<file path="config.mk">
export PLATFORM = sky130hd
export DESIGN_NAME = div_radix2_flat
export DESIGN_NICKNAME = d
export VERILOG_FILES = /design/src/rtl/div_pkg.sv /design/src/rtl/div_radix2_if.sv /design/src/rtl/div_step.sv /design/src/rtl/div_radix2.sv /design/src/flat_wrapper.sv
export SDC_FILE = /design/constraint.sdc
export NUM_CORES = 1
export LEC_CHECK = 0
export BUFFER_PORTS_ARGS = -buffer_cell sky130_fd_sc_hd__buf_2
export CAP_MARGIN = 15
export CORE_UTILIZATION = 60
export CTS_CLUSTER_SIZE = 10
export DETAILED_ROUTE_END_ITERATION = 10
export HOLD_SLACK_MARGIN = 0.1
export PLACE_DENSITY = 0.82
export SLEW_MARGIN = 20
export SYNTH_ARGS = -nofsm -noshare
export SYNTH_HDL_FRONTEND = slang
export SYNTH_SLANG_ARGS = --single-unit
</file>
<file path="constraint.sdc">
create_clock -name clk -period 5.4 [get_ports clk]
set_input_delay 1.35 -clock clk [delete_from_list [all_inputs] [get_ports clk]]
set_output_delay 1.35 -clock clk [all_outputs]
set_load 0.005 [all_outputs]
</file>
<file path="src/rtl/div_pkg.sv">
// Shared divider definitions: state encoding and width constants, also used by
// the hazard unit and the HI/LO register.
package div_pkg;

    localparam int unsigned DIV_WIDTH = 32;
    localparam logic [DIV_WIDTH-1:0] ALL_ONES = '1;

    typedef enum logic [1:0] {
        S_IDLE = 2'd0,
        S_BUSY = 2'd1,
        S_DONE = 2'd2
    } div_state_e;

endpackage

</file>
<file path="src/rtl/div_radix2_if.sv">
// Execute-stage divide request/response bundle between the pipeline and the divider.
interface div_radix2_if
    import div_pkg::*;
#(
    parameter int unsigned WIDTH = DIV_WIDTH
);
    logic             startE;
    logic             signedE;
    logic [WIDTH-1:0] srcaE;
    logic [WIDTH-1:0] srcbE;
    logic             annulE;
    logic             longest_stall;
    logic             stall_divE;
    logic             ready;
    logic [WIDTH-1:0] hi_out;
    logic [WIDTH-1:0] lo_out;

    modport master (
        output startE, signedE, srcaE, srcbE, annulE, longest_stall,
        input  stall_divE, ready, hi_out, lo_out
    );

    modport slave (
        input  startE, signedE, srcaE, srcbE, annulE, longest_stall,
        output stall_divE, ready, hi_out, lo_out
    );
endinterface

</file>
<file path="src/rtl/div_step.sv">
// One restoring radix-2 step: shift {rem,quo} left, subtract divisor if it fits.
module div_step #(
    parameter int unsigned WIDTH = 32
) (
    input  logic [WIDTH-1:0] rem,
    input  logic [WIDTH-1:0] quo,
    input  logic [WIDTH-1:0] divisor,
    output logic [WIDTH-1:0] rem_next_c,
    output logic [WIDTH-1:0] quo_next_c
);
    logic [WIDTH:0]   shifted;
    logic [WIDTH-1:0] diff;
    logic             fits;

    // The true difference is below the divisor when it fits, so WIDTH-bit
    // modular subtraction is exact.
    always_comb begin
        shifted    = {rem, quo[WIDTH-1]};
        fits       = (shifted >= {1'b0, divisor});
        diff       = shifted[WIDTH-1:0] - divisor;
        rem_next_c = fits ? diff : shifted[WIDTH-1:0];
        quo_next_c = {quo[WIDTH-2:0], fits};
    end
endmodule

</file>
<file path="src/rtl/div_radix2.sv">
// Multi-cycle signed/unsigned divider for DIV/DIVU; holds the pipeline while busy
// and returns {hi=remainder, lo=quotient}.
module div_radix2
    import div_pkg::*;
#(
    parameter int unsigned WIDTH = DIV_WIDTH
) (
    input logic         clk,
    input logic         rst,
    div_radix2_if.slave bus
);
    localparam int unsigned CW = $clog2(WIDTH);

    div_state_e       state_q, state_d;
    logic [CW-1:0]    count_q, count_d;
    logic [WIDTH-1:0] rem_q, rem_d;
    logic [WIDTH-1:0] quo_q, quo_d;
    logic [WIDTH-1:0] dvs_q, dvs_d;
    logic [WIDTH-1:0] hi_q, hi_d;
    logic [WIDTH-1:0] lo_q, lo_d;
    logic             q_neg_q, q_neg_d;
    logic             r_neg_q, r_neg_d;
    logic [WIDTH-1:0] step_rem, step_quo;
    logic             a_neg, b_neg;

    // Two's-complement negation of the most negative value yields exactly 2^(WIDTH-1)
    // when read as unsigned, so the magnitude needs no extra bit in storage.
    function automatic logic [WIDTH-1:0] magnitude(input logic [WIDTH-1:0] v, input logic neg);
        return neg ? (~v + WIDTH'(1)) : v;
    endfunction

    div_step #(.WIDTH(WIDTH)) u_step (
        .rem        (rem_q),
        .quo        (quo_q),
        .divisor    (dvs_q),
        .rem_next_c (step_rem),
        .quo_next_c (step_quo)
    );

    always_ff @(posedge clk) begin
        if (rst) begin
            state_q <= S_IDLE;
            count_q <= '0;
            rem_q   <= '0;
            quo_q   <= '0;
            dvs_q   <= '0;
            hi_q    <= '0;
            lo_q    <= '0;
            q_neg_q <= 1'b0;
            r_neg_q <= 1'b0;
        end else begin
            state_q <= state_d;
            count_q <= count_d;
            rem_q   <= rem_d;
            quo_q   <= quo_d;
            dvs_q   <= dvs_d;
            hi_q    <= hi_d;
            lo_q    <= lo_d;
            q_neg_q <= q_neg_d;
            r_neg_q <= r_neg_d;
        end
    end

    // Next-state, iteration and result capture with sign fix on the final step.
    always_comb begin
        state_d = state_q;
        count_d = count_q;
        rem_d   = rem_q;
        quo_d   = quo_q;
        dvs_d   = dvs_q;
        hi_d    = hi_q;
        lo_d    = lo_q;
        q_neg_d = q_neg_q;
        r_neg_d = r_neg_q;
        a_neg   = bus.signedE & bus.srcaE[WIDTH-1];
        b_neg   = bus.signedE & bus.srcbE[WIDTH-1];

        unique case (state_q)
            S_IDLE: begin
                if (bus.startE) begin
                    state_d = S_BUSY;
                    count_d = '0;
                    rem_d   = '0;
                    quo_d   = magnitude(bus.srcaE, a_neg);
                    dvs_d   = magnitude(bus.srcbE, b_neg);
                    q_neg_d = a_neg ^ b_neg;
                    r_neg_d = a_neg;
                end
            end
            S_BUSY: begin
                rem_d   = step_rem;
                quo_d   = step_quo;
                count_d = count_q + CW'(1);
                if (count_q == CW'(WIDTH - 1)) begin
                    state_d = S_DONE;
                    lo_d    = magnitude(step_quo, q_neg_q);
                    hi_d    = magnitude(step_rem, r_neg_q);
                end
            end
            S_DONE: begin
                if (!bus.longest_stall) begin
                    state_d = S_IDLE;
                end
            end
            default: state_d = S_IDLE;
        endcase

        // Annul abandons any divide and keeps the previously delivered result.
        if (bus.annulE) begin
            state_d = S_IDLE;
            hi_d    = hi_q;
            lo_d    = lo_q;
        end
    end

    assign bus.stall_divE = ~bus.annulE &
                            (((state_q == S_IDLE) & bus.startE) | (state_q == S_BUSY));
    assign bus.ready      = ~bus.annulE & (state_q == S_DONE);
    assign bus.hi_out     = hi_q;
    assign bus.lo_out     = lo_q;
endmodule

</file>
<file path="src/flat_wrapper.sv">
// flat-port wrapper written by rule: the top's interface ports become plain ports
module div_radix2_flat import div_pkg::*;
#(
    parameter int unsigned WIDTH = DIV_WIDTH
)
  (clk, rst, bus_startE, bus_signedE, bus_srcaE, bus_srcbE, bus_annulE, bus_longest_stall, bus_stall_divE, bus_ready, bus_hi_out, bus_lo_out);
  div_radix2_if #(.WIDTH(WIDTH)) bus_i ();
  input logic clk;
  input logic rst;
  input wire logic [$bits(bus_i.startE)-1:0] bus_startE;
  input wire logic [$bits(bus_i.signedE)-1:0] bus_signedE;
  input wire logic [$bits(bus_i.srcaE)-1:0] bus_srcaE;
  input wire logic [$bits(bus_i.srcbE)-1:0] bus_srcbE;
  input wire logic [$bits(bus_i.annulE)-1:0] bus_annulE;
  input wire logic [$bits(bus_i.longest_stall)-1:0] bus_longest_stall;
  output wire logic [$bits(bus_i.stall_divE)-1:0] bus_stall_divE;
  output wire logic [$bits(bus_i.ready)-1:0] bus_ready;
  output wire logic [$bits(bus_i.hi_out)-1:0] bus_hi_out;
  output wire logic [$bits(bus_i.lo_out)-1:0] bus_lo_out;
  assign bus_i.startE = bus_startE;
  assign bus_i.signedE = bus_signedE;
  assign bus_i.srcaE = bus_srcaE;
  assign bus_i.srcbE = bus_srcbE;
  assign bus_i.annulE = bus_annulE;
  assign bus_i.longest_stall = bus_longest_stall;
  assign bus_stall_divE = bus_i.stall_divE;
  assign bus_ready = bus_i.ready;
  assign bus_hi_out = bus_i.hi_out;
  assign bus_lo_out = bus_i.lo_out;
  div_radix2 #(.WIDTH(WIDTH)) u_core (.clk(clk), .rst(rst), .bus(bus_i));
endmodule
</file>
-- Word-level counts from Yosys, hierarchy flattened
Cells that the tools add are included.
- memories kept: 0
- register bits after elaboration: 169
- memory bits (writable): 0
- ROM bits: 0
- output and inout port bits: 66
- input bits: 70
- latch bits: 0
- div/mod/pow operators: 0
- magnitude comparators: 1
- multiply operators: 0
- add/subtract/negate cells: 6
- muxes and demuxes: 15
- shift-type cells: 0
- bitwise logic cells: 12
- equality and inequality tests: 6
- reduce and logical (&&, ||, !) cells: 7
- operators with widths (kind ; count):
    32-bit two-way mux ; 7
    32-bit by 1-bit adder with 32-bit output (second input constant) ; 4
    32-bit inverter ; 4
    32-bit case mux with 2 select lines ; 2
    33-bit by 32-bit greater-or-equal comparator with 1-bit output ; 1
    32-bit subtractor ; 1
    5-bit case mux with 2 select lines ; 1
    2-bit two-way mux ; 3
    2-bit case mux with 3 select lines ; 1
    3-bit AND reduction ; 2
    5-bit by 1-bit adder with 5-bit output (second input constant) ; 1
    1-bit AND ; 5
    5-bit == test (second input constant) ; 1
    5-bit two-way mux ; 1
    2-bit != test (second input constant) ; 2
    2-bit AND reduction ; 2
    2-bit by 1-bit == test with 1-bit output (second input constant) ; 1
    2-bit == test (second input constant) ; 1
    2-bit zero test ; 1
    2-bit by 1-bit != test with 1-bit output (second input constant) ; 1
    2-bit nonzero test ; 1
    2-bit OR reduction ; 1
    1-bit inverter ; 1
    1-bit OR ; 1
    1-bit XOR ; 1

-- Logic depth before layout (Yosys ltp)
Gate-level depths: netlist of run 1.
- word-level depth: 5
- gate-level depth with buffers: 23
- gate-level depth less buffers: 18

-- By module
From an unflattened synthesis of run 1, not the netlist that was laid out.
- cell total of the unflattened synthesis: 1505
- area total of the unflattened synthesis: 11765.0 um^2
- modules (own cells, without submodules) (module ; seq. area each (um^2) ; area an instance (um^2) ; cells each ; times used):
    div_radix2 ; 3383.2 ; 9193.8 ; 1150 ; 1
    div_step ; 0.0 ; 2571.2 ; 355 ; 1

-- Least setup slack after synthesis of run 1
OpenSTA, ideal clock, no wires.
- kind: reg-to-reg
- start: register u_core.dvs_q[7]
- end: register u_core.hi_q[30] (netlist: u_core.bus.hi_out[30])
- buffers on the path: 5
- setup slack: 0.608 ns
- arrival time: 4.674 ns
- cell stages (with the launch flop): 22
- data required time: 5.283 ns
- setup time: 0.117 ns
- cell sequence: dfxtp_1 -> inv_1 -> ha_1 -> clkbuf_1 -> nand3_1 -> nor2_1 -> o211ai_2 -> a31oi_1 -> or2_1 -> buf_4 -> buf_2 -> buf_2 -> buf_1 -> mux2i_1 -> ha_1 -> nand4_1 -> nor4_1 -> o211ai_1 -> nor3_1 -> or3b_1 -> mux2i_1 -> nand2_1
- longest elaborated chain between the ends: 5
- elaborated cells between the ends (all ways): 6
- classes of those cells: add/sub (2); order compare (1); mux (2); bitwise (1)
- ends and longest elaborated chain (item ; line ; source):
    start: declaration ; div_radix2.sv:18 ; logic [WIDTH-1:0] dvs_q, dvs_d;
    start signal: assignment ; div_radix2.sv:56 ; dvs_q <= dvs_d;
    32-bit subtractor or 33-bit by 32-bit greater-or-equal comparator with 1-bit output (tied branches) ; div_step.sv:20, div_step.sv:19 ;
    32-bit two-way mux (*) ; div_step.sv:21 ; rem_next_c = fits ? diff : shifted[WIDTH-1:0];
    32-bit inverter ; div_radix2.sv:29 ; return neg ? (~v + WIDTH'(1)) : v;
    32-bit by 1-bit adder with 32-bit output ; div_radix2.sv:29 ;
    32-bit two-way mux (*) ; div_radix2.sv:29 ;
    end signal: assignment ; div_radix2.sv:57 ; hi_q <= hi_d;
    end: declaration ; div_radix2.sv:19 ; logic [WIDTH-1:0] hi_q, hi_d;
Every way passes the cells marked *; elsewhere a longest branch is shown, timed or not.
A chain may end at the register's enable or synchronous reset.

-- Worst setup path after layout of run 1
Same ends and word-level chain as after synthesis.

==> results_tabular.tex, run 1 <==
\begin{tabular}{lr}
\hline
Metric & Value \\
\hline
\multicolumn{2}{l}{\textbf{Outcome}} \\
\quad Run status & completed \\
\multicolumn{2}{l}{\textbf{Synthesis}} \\
\quad Fraction of synthesized cell area taken by the top area cell type & about 29\% \\
\quad Cell type with the highest aggregate area in the netlist & dfxtp\_1 \\
\quad Dominant synthesized flop cell & dfxtp\_1 \\
\quad Number of warnings reported in the yosys synthesis log & 0 \\
\quad Count of distinct cell types in the synthesized netlist & 78 \\
\quad Post-Synthesis Cells & about 1500 \\
\quad Async set-reset flop share out of synthesis & 0\% \\
\quad Avg Inst Size Synth & about 7.5 um\^{}2 \\
\quad Ranking of synthesized cells by area & dfxtp\_1, xor2\_1, nand2\_1, nor2\_1, a21oi\_1 \\
\quad Number of enable flip-flop cells after synthesis & 0 \\
\quad Post-Synthesis Net Count & between 1500 and 2000 \\
\quad Syn Std Cell Area & between 10000 and 15000 um\^{}2 \\
\quad Sequential-to-total area share from yosys stat & 29.5\% \\
\quad Number of synthesized register bits & approximately 170 \\
\multicolumn{2}{l}{\textbf{Layout}} \\
\quad Area added between synthesis and finish & 11.0\% \\
\quad FF/Latch Area & approximately 3400 um\^{}2 \\
\quad Fill cell instance count of the final layout & 1540 \\
\quad Number of nets at the end of the flow & 1698 \\
\quad Number of antenna cells inserted & 0 \\
\quad Fraction of final layout cells with drive strength greater than 1 & around 14\% \\
\quad Multi-input gate area in the final layout & between 7000 and 8000 um\^{}2 \\
\multicolumn{2}{l}{\textbf{Floorplanning}} \\
\quad Floorplan die area & 19700 um\^{}2 \\
\quad Number of ports placed on the die boundary & around 140 \\
\quad Die outline width & around 140 um \\
\quad Starting Density & about 61\% \\
\quad Std-Cell Rows & 50 \\
\quad Die height & $\sim$140 um \\
\quad Area of the core & between 15000 and 20000 um\^{}2 \\
\multicolumn{2}{l}{\textbf{Drt}} \\
\quad Detailed-routing iteration count for the pre-antenna-repair pass & 5 \\
\quad Average detailed-routed wire length per instance & 17.7 um \\
\quad Via-to-Cell Ratio & approximately 6.3 \\
\quad Initial DRC count & 1067 \\
\quad Total wirelength of the detailed-routed design & 32500 um \\
\quad Detail Route Antenna Nets & 0 \\
\quad Drt drc & 0 \\
\quad Number of vias after detailed routing & 11500 \\
\multicolumn{2}{l}{\textbf{Power}} \\
\quad Overall power consumption & about 3.2 mW \\
\quad Relative contribution of combinational cells to total power & 19.3\% \\
\quad Leakage power figure & around 5.0 nW \\
\quad Switching component of the power & between 1 and 1.5 mW \\
\quad Power share of the sequential group & between 40\% and 50\% \\
\quad Relative contribution of the clock network to total power & between 30\% and 40\% \\
\quad Switching Fraction & 31.6\% \\
\quad Cell Int Power & roughly 2.2 mW \\
\quad Worst ir drop on vdd & between 0.00015 and 0.0002 V \\
\quad Power density normalized to cell area & roughly 250 nW/um\^{}2 \\
\multicolumn{2}{l}{\textbf{Critical path}} \\
\quad Crit path max fanout & 9 \\
\quad Worst endpoint data arrival time & $\sim$5.0 ns \\
\quad FF-to-FF End & u\_core.bus.hi\_out[30]\$\_SDFFE\_PP0P\_ \\
\quad Cells along the critical path & inv\_1 > ha\_1 > nand3\_1 > nor2\_1 > o211ai\_2 > a31oi\_1 > or2\_2 > mux2i\_1 > ha\_1 > nand4\_1 > nor4\_1 > o211ai\_1 > nor3\_1 > or3b\_1 > mux2i\_1 > nand2\_1 \\
\quad Launch point of the worst path & u\_core.dvs\_q[7]\$\_SDFFE\_PP0P\_ \\
\quad Worst Path Buf+Inv & 1 \\
\quad WP depth & 16 \\
\quad FF-to-FF setup slack & about 0.69 ns \\
\quad Kind of critical path & register to register \\
\quad Startpoint Class & register \\
\quad Family with the most delay on the worst path & simple AND/OR/NAND/NOR gates \\
\quad Stage delay of the slowest cell on the critical path & roughly 0.41 ns \\
\quad FF-to-FF Start & u\_core.dvs\_q[7]\$\_SDFFE\_PP0P\_ \\
\quad R2r worst-path depth & 16 \\
\quad Kind of end point of the critical path & register \\
\quad Crit path max-delay cell type & ha\_1 \\
\quad Crit path required time & around 5.7 ns \\
\multicolumn{2}{l}{\textbf{Clocking}} \\
\quad CTS tree & built \\
\quad Post-CTS setup buffers & 0 \\
\quad Sink Count & 169 \\
\quad CTS clock-pin slew for the worst setup and hold paths & approximately 0.07 ns \\
\quad CTS HTree Levels & 4 \\
\quad CTS Hold Buffers Added & 0 \\
\quad Later-pin clock latency in the skew report & roughly 0.44 ns \\
\quad Maximum buffer depth of the clock tree & 2 \\
\quad Clock root buffer master & clkbuf\_16 \\
\quad Total CTS buffers & 17 \\
\quad Post-cts sizing count & 0 \\
\multicolumn{2}{l}{\textbf{Global route}} \\
\quad Antenna violations before repair & 0 \\
\quad Via count of the first global-routing pass & 10400 \\
\quad Met1 capacity usage during global routing & around 44\% \\
\quad GR Overflow Total & 0 \\
\quad Met2 track utilization from global routing & between 50 and 60\% \\
\quad Top Usage Layer GRT & met2 \\
\quad Pin count of the biggest net entering global routing & $\sim$110 \\
\quad Global routing met3 resource utilization & about 6.1\% \\
\quad First-pass GRT wire length & $\sim$53000 um \\
\quad Global-route usage over all layers & between 30\% and 40\% \\
\multicolumn{2}{l}{\textbf{Timing}} \\
\quad Final hold violations & 0 \\
\quad Final period utilization & approximately 87\% \\
\quad Remaining max-slew budget at the tightest pin & between 20 and 30\% \\
\quad Fmax & approximately 210 MHz \\
\quad Final clock skew & 0.0106 ns \\
\quad RSZ-0062 raised after global routing & no \\
\quad Setup Total Neg Slack & 0 ns \\
\quad Transition time at the pin with the least slew margin & 1.06 ns \\
\quad Number of setup violations in the final report & 0 \\
\quad Post-layout minimum cycle time & around 4.7 ns \\
\quad Max Slew Vio Count & 0 \\
\multicolumn{2}{l}{\textbf{Worst hold path}} \\
\quad Worst Hold Path EP & u\_core.bus.hi\_out[8]\$\_SDFFE\_PP0P\_ \\
\quad Number of cells traversed by the worst hold path & 2 \\
\quad Min-delay src & u\_core.bus.hi\_out[8]\$\_SDFFE\_PP0P\_ \\
\quad Class of the tightest hold or removal check & register to register \\
\multicolumn{2}{l}{\textbf{Run}} \\
\quad Max capacitance violation total & 0 \\
\multicolumn{2}{l}{\textbf{Place}} \\
\quad Number of I/O port buffers & $\sim$140 \\
\quad Half-perimeter wire length after detailed placement & around 24000 um \\
\quad Weighted congestion reported at the end of routability-driven placement & roughly 1.0 \\
\hline
\end{tabular}
-- flip-flops by register name (all words and copies together) (netlist names) --
register	cells
u_core.rem_q	32
u_core.q_neg_q	1
u_core.state_q	2
u_core.bus.hi_out	32
u_core.count_q	5
u_core.dvs_q	32
u_core.quo_q	32
u_core.r_neg_q	1
u_core.bus.lo_out	32
-- cell type report --
class                      instances  share of cell area (%)
tap                              234                    2.30
multi-input combinational       1192                    58.6
inverter                          60                    1.77
clock inverter                    13                    1.06
timing repair buffer             149                    6.25
clock buffer                      19                    3.48
sequential                       169                    26.6
-- cells in the final DEF, fill, tap and decap left out, types with 6 or more instances in the layout --
cell	count
o211ai_1	13
mux2i_1	22
o31ai_1	21
o41ai_1	15
nor3b_1	7
a21oi_2	6
nand3_1	31
nor4_1	15
ha_1	38
buf_4	14
xor2_1	87
and2_1	9
nand2b_1	9
nor3_1	32
nand4_1	17
clkbuf_16	17
mux2_2	6
nor2_1	175
o21ai_1	7
xnor2_1	45
o21a_1	10
a211oi_1	62
inv_1	59
and3_1	11
nand2_1	177
o21ai_0	66
buf_2	134
a22oi_1	30
or2_2	6
or4_1	14
or3_1	16
a311oi_1	8
a31oi_1	28
dfxtp_1	169
a21oi_1	129
-- how the worst max path moves through the flow --
stage,slack [ns],endpoint
6_report,0.69,u_core.bus.hi_out[30]$_SDFFE_PP0P_
2_1_floorplan,0.61,u_core.bus.hi_out[30]$_SDFFE_PP0P_
3_5_place_dp,0.85,u_core.dvs_q[30]$_SDFFE_PP0P_
3_3_place_gp,0.91,u_core.dvs_q[30]$_SDFFE_PP0P_
4_1_cts,0.82,u_core.bus.hi_out[30]$_SDFFE_PP0P_
5_1_grt,0.31,u_core.bus.hi_out[30]$_SDFFE_PP0P_
-- Yosys cell counts, types with 9 or more instances --
library cell	instances
nor4_1	15
a211oi_1	62
dfxtp_1	169
a22oi_1	30
and3_1	11
clkbuf_1	80
ha_1	38
a31oi_1	28
inv_1	59
nor3_1	32
and2_1	10
o21a_1	10
nand3_1	31
xnor2_1	45
o31ai_1	21
o41ai_1	15
or3_1	16
mux2i_1	22
nand2b_1	10
buf_1	11
nand2_1	177
nand4_1	17
nor2_1	176
a21oi_1	129
or4_1	14
o21ai_0	66
o211ai_1	13
xor2_1	87
buf_2	9
-- worst min-delay path: stages, from the launching register on --
cell and delay (ns):
dfxtp_1 0.31, nand2_1 0.05, a21oi_1 0.05
-- cell families after synthesis --
| group | share of synthesized area, % |
|---|---|
| mux | 2.51 |
| xor+xnor | 10.1 |
| fa+ha+maj | 4.32 |
| flops | 29.5 |
| simple gates | 21.9 |
| buf+inv | 5.69 |
| compound gates | 26.0 |
-- layer usage --
metal	share of wire [%]	routed length (um)
met4	3.4	1100
met3	6.8	2200
met2	46	15000
met1	44	14200
met5	0	0
-- per-stage QoR --
stage               worst slack (ns)  utilization [%]  cell area (um^2)  cells  hold slack [ns]
floorplan                      0.608                -             11500   1525            0.432
global placement               0.906             64.9             12100   1804            0.433
detailed placement             0.851             64.9             12100   1804            0.444
CTS                            0.822             68.0             12700   1836            0.453
global route                   0.309             68.0             12700   1836            0.459
finish                         0.690             68.0             12700   1836            0.449
-- power by group through the flow --
stage	sequential (mW)	combinational (mW)	clock, mW
floorplan	1.34	0.440	0
global placement	1.35	0.589	0
detailed placement	1.36	0.592	0
CTS	1.33	0.595	1.23
global route	1.33	0.670	1.28
finish	1.33	0.610	1.22
Power figures use the tool's default switching activity.
==> inputs of run 2 (changes only) <==
clock period = 4.5 ns   (was 5.4 ns; I/O delays follow)
==> run 2 against run 1 <==
Net effect: worst setup slack got worse by 0.50 ns; first-iteration DRC count fell by 12%; global-route usage rose by 1.7 points; final cell count rose by 1.3%; clock power rose by 27%; sequential cell count did not move; maximum frequency rose by 9.3%; non-clock buffer count rose by 23; critical path depth fell by 2; via count rose by 2.1%; total power rose by 24%; hold slack got worse by 0.0017 ns; critical endpoint is now u_core.bus.hi_out[31]$_SDFFE_PP0P_; largest power group unchanged.
==> results_tabular.tex, run 2 (synthesized netlist as in run 1, its figures left out) <==
\begin{tabular}{lr}
\hline
Metric & Value \\
\hline
\multicolumn{2}{l}{\textbf{Power}} \\
\quad Power density normalized to cell area & 301 nW/um\^{}2 (was 249 nW/um\^{}2) \\
\quad Leakage power figure & 5.16 nW (was 5.01 nW) \\
\quad Worst ir drop on vdd & 0.000222 V (was 0.000187 V) \\
\multicolumn{2}{l}{\textbf{Drt}} \\
\quad Initial DRC count & 943 (was 1067) \\
\quad Detailed-routing iteration count for the pre-antenna-repair pass & 5 (unchanged) \\
\quad Average detailed-routed wire length per instance & 18.7 um (was 17.7 um) \\
\quad Drt drc & 0 (unchanged) \\
\quad Detail Route Antenna Nets & 0 (unchanged) \\
\quad Via-to-Cell Ratio & 6.31 (was 6.26) \\
\quad Number of vias after detailed routing & 11700 (was 11500) \\
\quad Total wirelength of the detailed-routed design & 34800 um (was 32500 um) \\
\multicolumn{2}{l}{\textbf{Critical path}} \\
\quad Crit path max fanout & 42 (was 9) \\
\quad Startpoint Class & register (unchanged) \\
\quad Family with the most delay on the worst path & simple AND/OR/NAND/NOR gates (unchanged) \\
\quad Worst endpoint data arrival time & 4.64 ns (was 5.04 ns) \\
\quad Cells along the critical path & inv\_1 > ha\_1 > nand2\_1 > a211oi\_4 > o211ai\_2 > a31oi\_2 > or2\_2 > buf\_12 > mux2\_2 > or4\_4 > or3\_4 > o41ai\_4 > xnor2\_1 > o21ai\_1 (was inv\_1 > ha\_1 > nand3\_1 > nor2\_1 > o211ai\_2 > a31oi\_1 > or2\_2 > mux2i\_1 > ha\_1 > nand4\_1 > nor4\_1 > o211ai\_1 > nor3\_1 > or3b\_1 > mux2i\_1 > nand2\_1) \\
\quad Stage delay of the slowest cell on the critical path & 0.60 ns (was 0.41 ns) \\
\quad R2r worst-path depth & 14 (was 16) \\
\quad Crit path required time & 4.83 ns (was 5.73 ns) \\
\quad FF-to-FF End & u\_core.bus.hi\_out[31]\$\_SDFFE\_PP0P\_ (was u\_core.bus.hi\_out[30]\$\_SDFFE\_PP0P\_) \\
\quad Crit path max-delay cell type & or4\_4 (was ha\_1) \\
\quad Kind of critical path & register to register (unchanged) \\
\quad FF-to-FF Start & u\_core.dvs\_q[4]\$\_SDFFE\_PP0P\_ (was u\_core.dvs\_q[7]\$\_SDFFE\_PP0P\_) \\
\quad FF-to-FF setup slack & 0.19 ns (was 0.69 ns) \\
\quad Worst Path Buf+Inv & 2 (was 1) \\
\quad Kind of end point of the critical path & register (unchanged) \\
\multicolumn{2}{l}{\textbf{Clocking}} \\
\quad Sink Count & 169 (unchanged) \\
\quad Clock root buffer master & clkbuf\_16 (unchanged) \\
\quad CTS clock-pin slew for the worst setup and hold paths & 0.08 ns (was 0.07 ns) \\
\quad CTS tree & built (unchanged) \\
\quad Maximum buffer depth of the clock tree & 2 (unchanged) \\
\quad Total CTS buffers & 17 (unchanged) \\
\quad CTS HTree Levels & 4 (unchanged) \\
\quad CTS Hold Buffers Added & 0 (unchanged) \\
\quad Later-pin clock latency in the skew report & 0.44 ns (about the same) \\
\multicolumn{2}{l}{\textbf{Floorplanning}} \\
\quad Floorplan die area & 19700 um\^{}2 (unchanged) \\
\quad Starting Density & 61.3\% (unchanged) \\
\quad Std-Cell Rows & 50 (unchanged) \\
\quad Die outline width & 140 um (unchanged) \\
\quad Die height & 140 um (unchanged) \\
\quad Area of the core & 18700 um\^{}2 (unchanged) \\
\quad Number of ports placed on the die boundary & 136 (unchanged) \\
\multicolumn{2}{l}{\textbf{Global route}} \\
\quad GR Overflow Total & 0 (unchanged) \\
\quad Global-route usage over all layers & 35.2\% (was 33.5\%) \\
\quad First-pass GRT wire length & 55200 um (was 53000 um) \\
\quad Pin count of the biggest net entering global routing & 95 (was 108) \\
\quad Antenna violations before repair & 0 (unchanged) \\
\quad Via count of the first global-routing pass & 10700 (was 10400) \\
\multicolumn{2}{l}{\textbf{Place}} \\
\quad Half-perimeter wire length after detailed placement & 25200 um (was 23700 um) \\
\quad Weighted congestion reported at the end of routability-driven placement & 1.12 (was 0.996) \\
\quad Number of I/O port buffers & 135 (unchanged) \\
\multicolumn{2}{l}{\textbf{Layout}} \\
\quad Fraction of final layout cells with drive strength greater than 1 & 15.9\% (was 13.9\%) \\
\quad Number of nets at the end of the flow & 1721 (was 1698) \\
\quad Commonest non-fill, non-tap cell in the layout & nand2\_1 (unchanged) \\
\quad Number of antenna cells inserted & 0 (unchanged) \\
\quad Post-Route Utilization & 69.6\% (was 68.0\%) \\
\quad Highest-count cells in the layout ignoring fill and taps & nand2\_1, nor2\_1, dfxtp\_1 (unchanged) \\
\quad Fill cell instance count of the final layout & 1564 (was 1540) \\
\quad Multi-input gate area in the final layout & 7530 um\^{}2 (was 7450 um\^{}2) \\
\quad Area added between synthesis and finish & 13.5\% (was 11.0\%) \\
\quad FF/Latch Area & 3380 um\^{}2 (unchanged) \\
\multicolumn{2}{l}{\textbf{Timing}} \\
\quad Final period utilization & 95.8\% (was 87.2\%) \\
\quad Final clock skew & 0.0118 ns (was 0.0106 ns) \\
\quad Max Slew Vio Count & 0 (unchanged) \\
\quad Remaining max-slew budget at the tightest pin & 27.7\% (was 29.1\%) \\
\quad Post-layout minimum cycle time & 4.31 ns (was 4.71 ns) \\
\quad Setup Total Neg Slack & 0 ns (unchanged) \\
\quad Smallest hold slack & 0.448 ns (was 0.449 ns) \\
\quad Number of setup violations in the final report & 0 (unchanged) \\
\quad Final hold violations & 0 (unchanged) \\
\quad Fmax & 232 MHz (was 212 MHz) \\
\quad Transition time at the pin with the least slew margin & 1.08 ns (was 1.06 ns) \\
\multicolumn{2}{l}{\textbf{Worst hold path}} \\
\quad Min-delay src & u\_core.bus.hi\_out[24]\$\_SDFFE\_PP0P\_ (was u\_core.bus.hi\_out[8]\$\_SDFFE\_PP0P\_) \\
\quad Class of the tightest hold or removal check & register to register (unchanged) \\
\quad Number of cells traversed by the worst hold path & 2 (unchanged) \\
\quad Worst Hold Path EP & u\_core.bus.hi\_out[24]\$\_SDFFE\_PP0P\_ (was u\_core.bus.hi\_out[8]\$\_SDFFE\_PP0P\_) \\
\multicolumn{2}{l}{\textbf{Run}} \\
\quad Max capacitance violation total & 0 (unchanged) \\
\multicolumn{2}{l}{\textbf{Outcome}} \\
\quad Run status & completed (unchanged) \\
\hline
\end{tabular}
## run 2: cell type report
| type | instances | share of cell area [%] |
|---|---|---|
| inverter | 60 | 1.73 |
| clock inverter | 14 | 1.36 |
| timing repair buffer | 172 | 7.53 |
| sequential | 169 | 26.0 |
| multi-input combinational | 1192 | 57.8 |
| tap | 234 | 2.25 |
| clock buffer | 18 | 3.30 |
## run 2: what timing repair did
| item | CTS | global route |
|---|---|---|
| setup endpoints to repair | 0 | 12 |
| buffers inserted | 0 | 1 |
| resized for setup | 0 | 11 |
## run 2: report_power, final
group	total (mW)	switching (mW)	internal [mW]
combinational	0.776	0.495	0.281
clock	1.55	0.703	0.845
sequential	1.60	0.0540	1.54
## run 2: per-stage QoR
| step | power (mW) | std cells | setup WS (ns) | cell area (um^2) |
|---|---|---|---|---|
| 2_1_floorplan | 2.14 | 1525 | 0.0241 | 11500 |
| 3_3_place_gp | 2.36 | 1826 | 0.270 | 12300 |
| 3_5_place_dp | 2.37 | 1826 | 0.150 | 12300 |
| 4_1_cts | 3.89 | 1858 | 0.142 | 13000 |
| 5_1_grt | 4.07 | 1859 | -0.0130 | 13000 |
| 6_report | 3.92 | 1859 | 0.191 | 13000 |
## run 2: how the worst max path moves through the flow
stage	cells past startpoint	slack, ns	endpoint	startpoint
detailed placement	15	0.15	u_core.bus.hi_out[30]$_SDFFE_PP0P_	u_core.dvs_q[4]$_SDFFE_PP0P_
global route	17	-0.01	u_core.bus.hi_out[30]$_SDFFE_PP0P_	u_core.dvs_q[13]$_SDFFE_PP0P_
global placement	12	0.27	u_core.dvs_q[26]$_SDFFE_PP0P_	bus_srcbE[0]
CTS	15	0.14	u_core.bus.hi_out[30]$_SDFFE_PP0P_	u_core.dvs_q[4]$_SDFFE_PP0P_
floorplan	21	0.02	u_core.bus.hi_out[30]$_SDFFE_PP0P_	u_core.dvs_q[17]$_SDFFE_PP0P_
finish	14	0.19	u_core.bus.hi_out[31]$_SDFFE_PP0P_	u_core.dvs_q[4]$_SDFFE_PP0P_
## run 2: worst reg2reg max path, cell delays in order, from the launching register on
cell      delay [ns]
dfxtp_1         0.34
inv_1           0.07
ha_1            0.49
nand2_1         0.15
a211oi_4        0.27
o211ai_2        0.16
a31oi_2         0.30
or2_2           0.26
buf_12          0.27
mux2_2          0.42
or4_4           0.60
or3_4           0.43
o41ai_4         0.22
xnor2_1         0.15
o21ai_1         0.07
## run 2: layer usage
metal | GRT usage [%] | up-vias | share of wire, %
li1 | - | 5653 | -
met2 | 57.2 | 519 | 46
met5 | 0 | - | 0
met3 | 5.57 | 121 | 6.8
met4 | 18.3 | 0 | 5.0
met1 | 45.2 | 5446 | 42
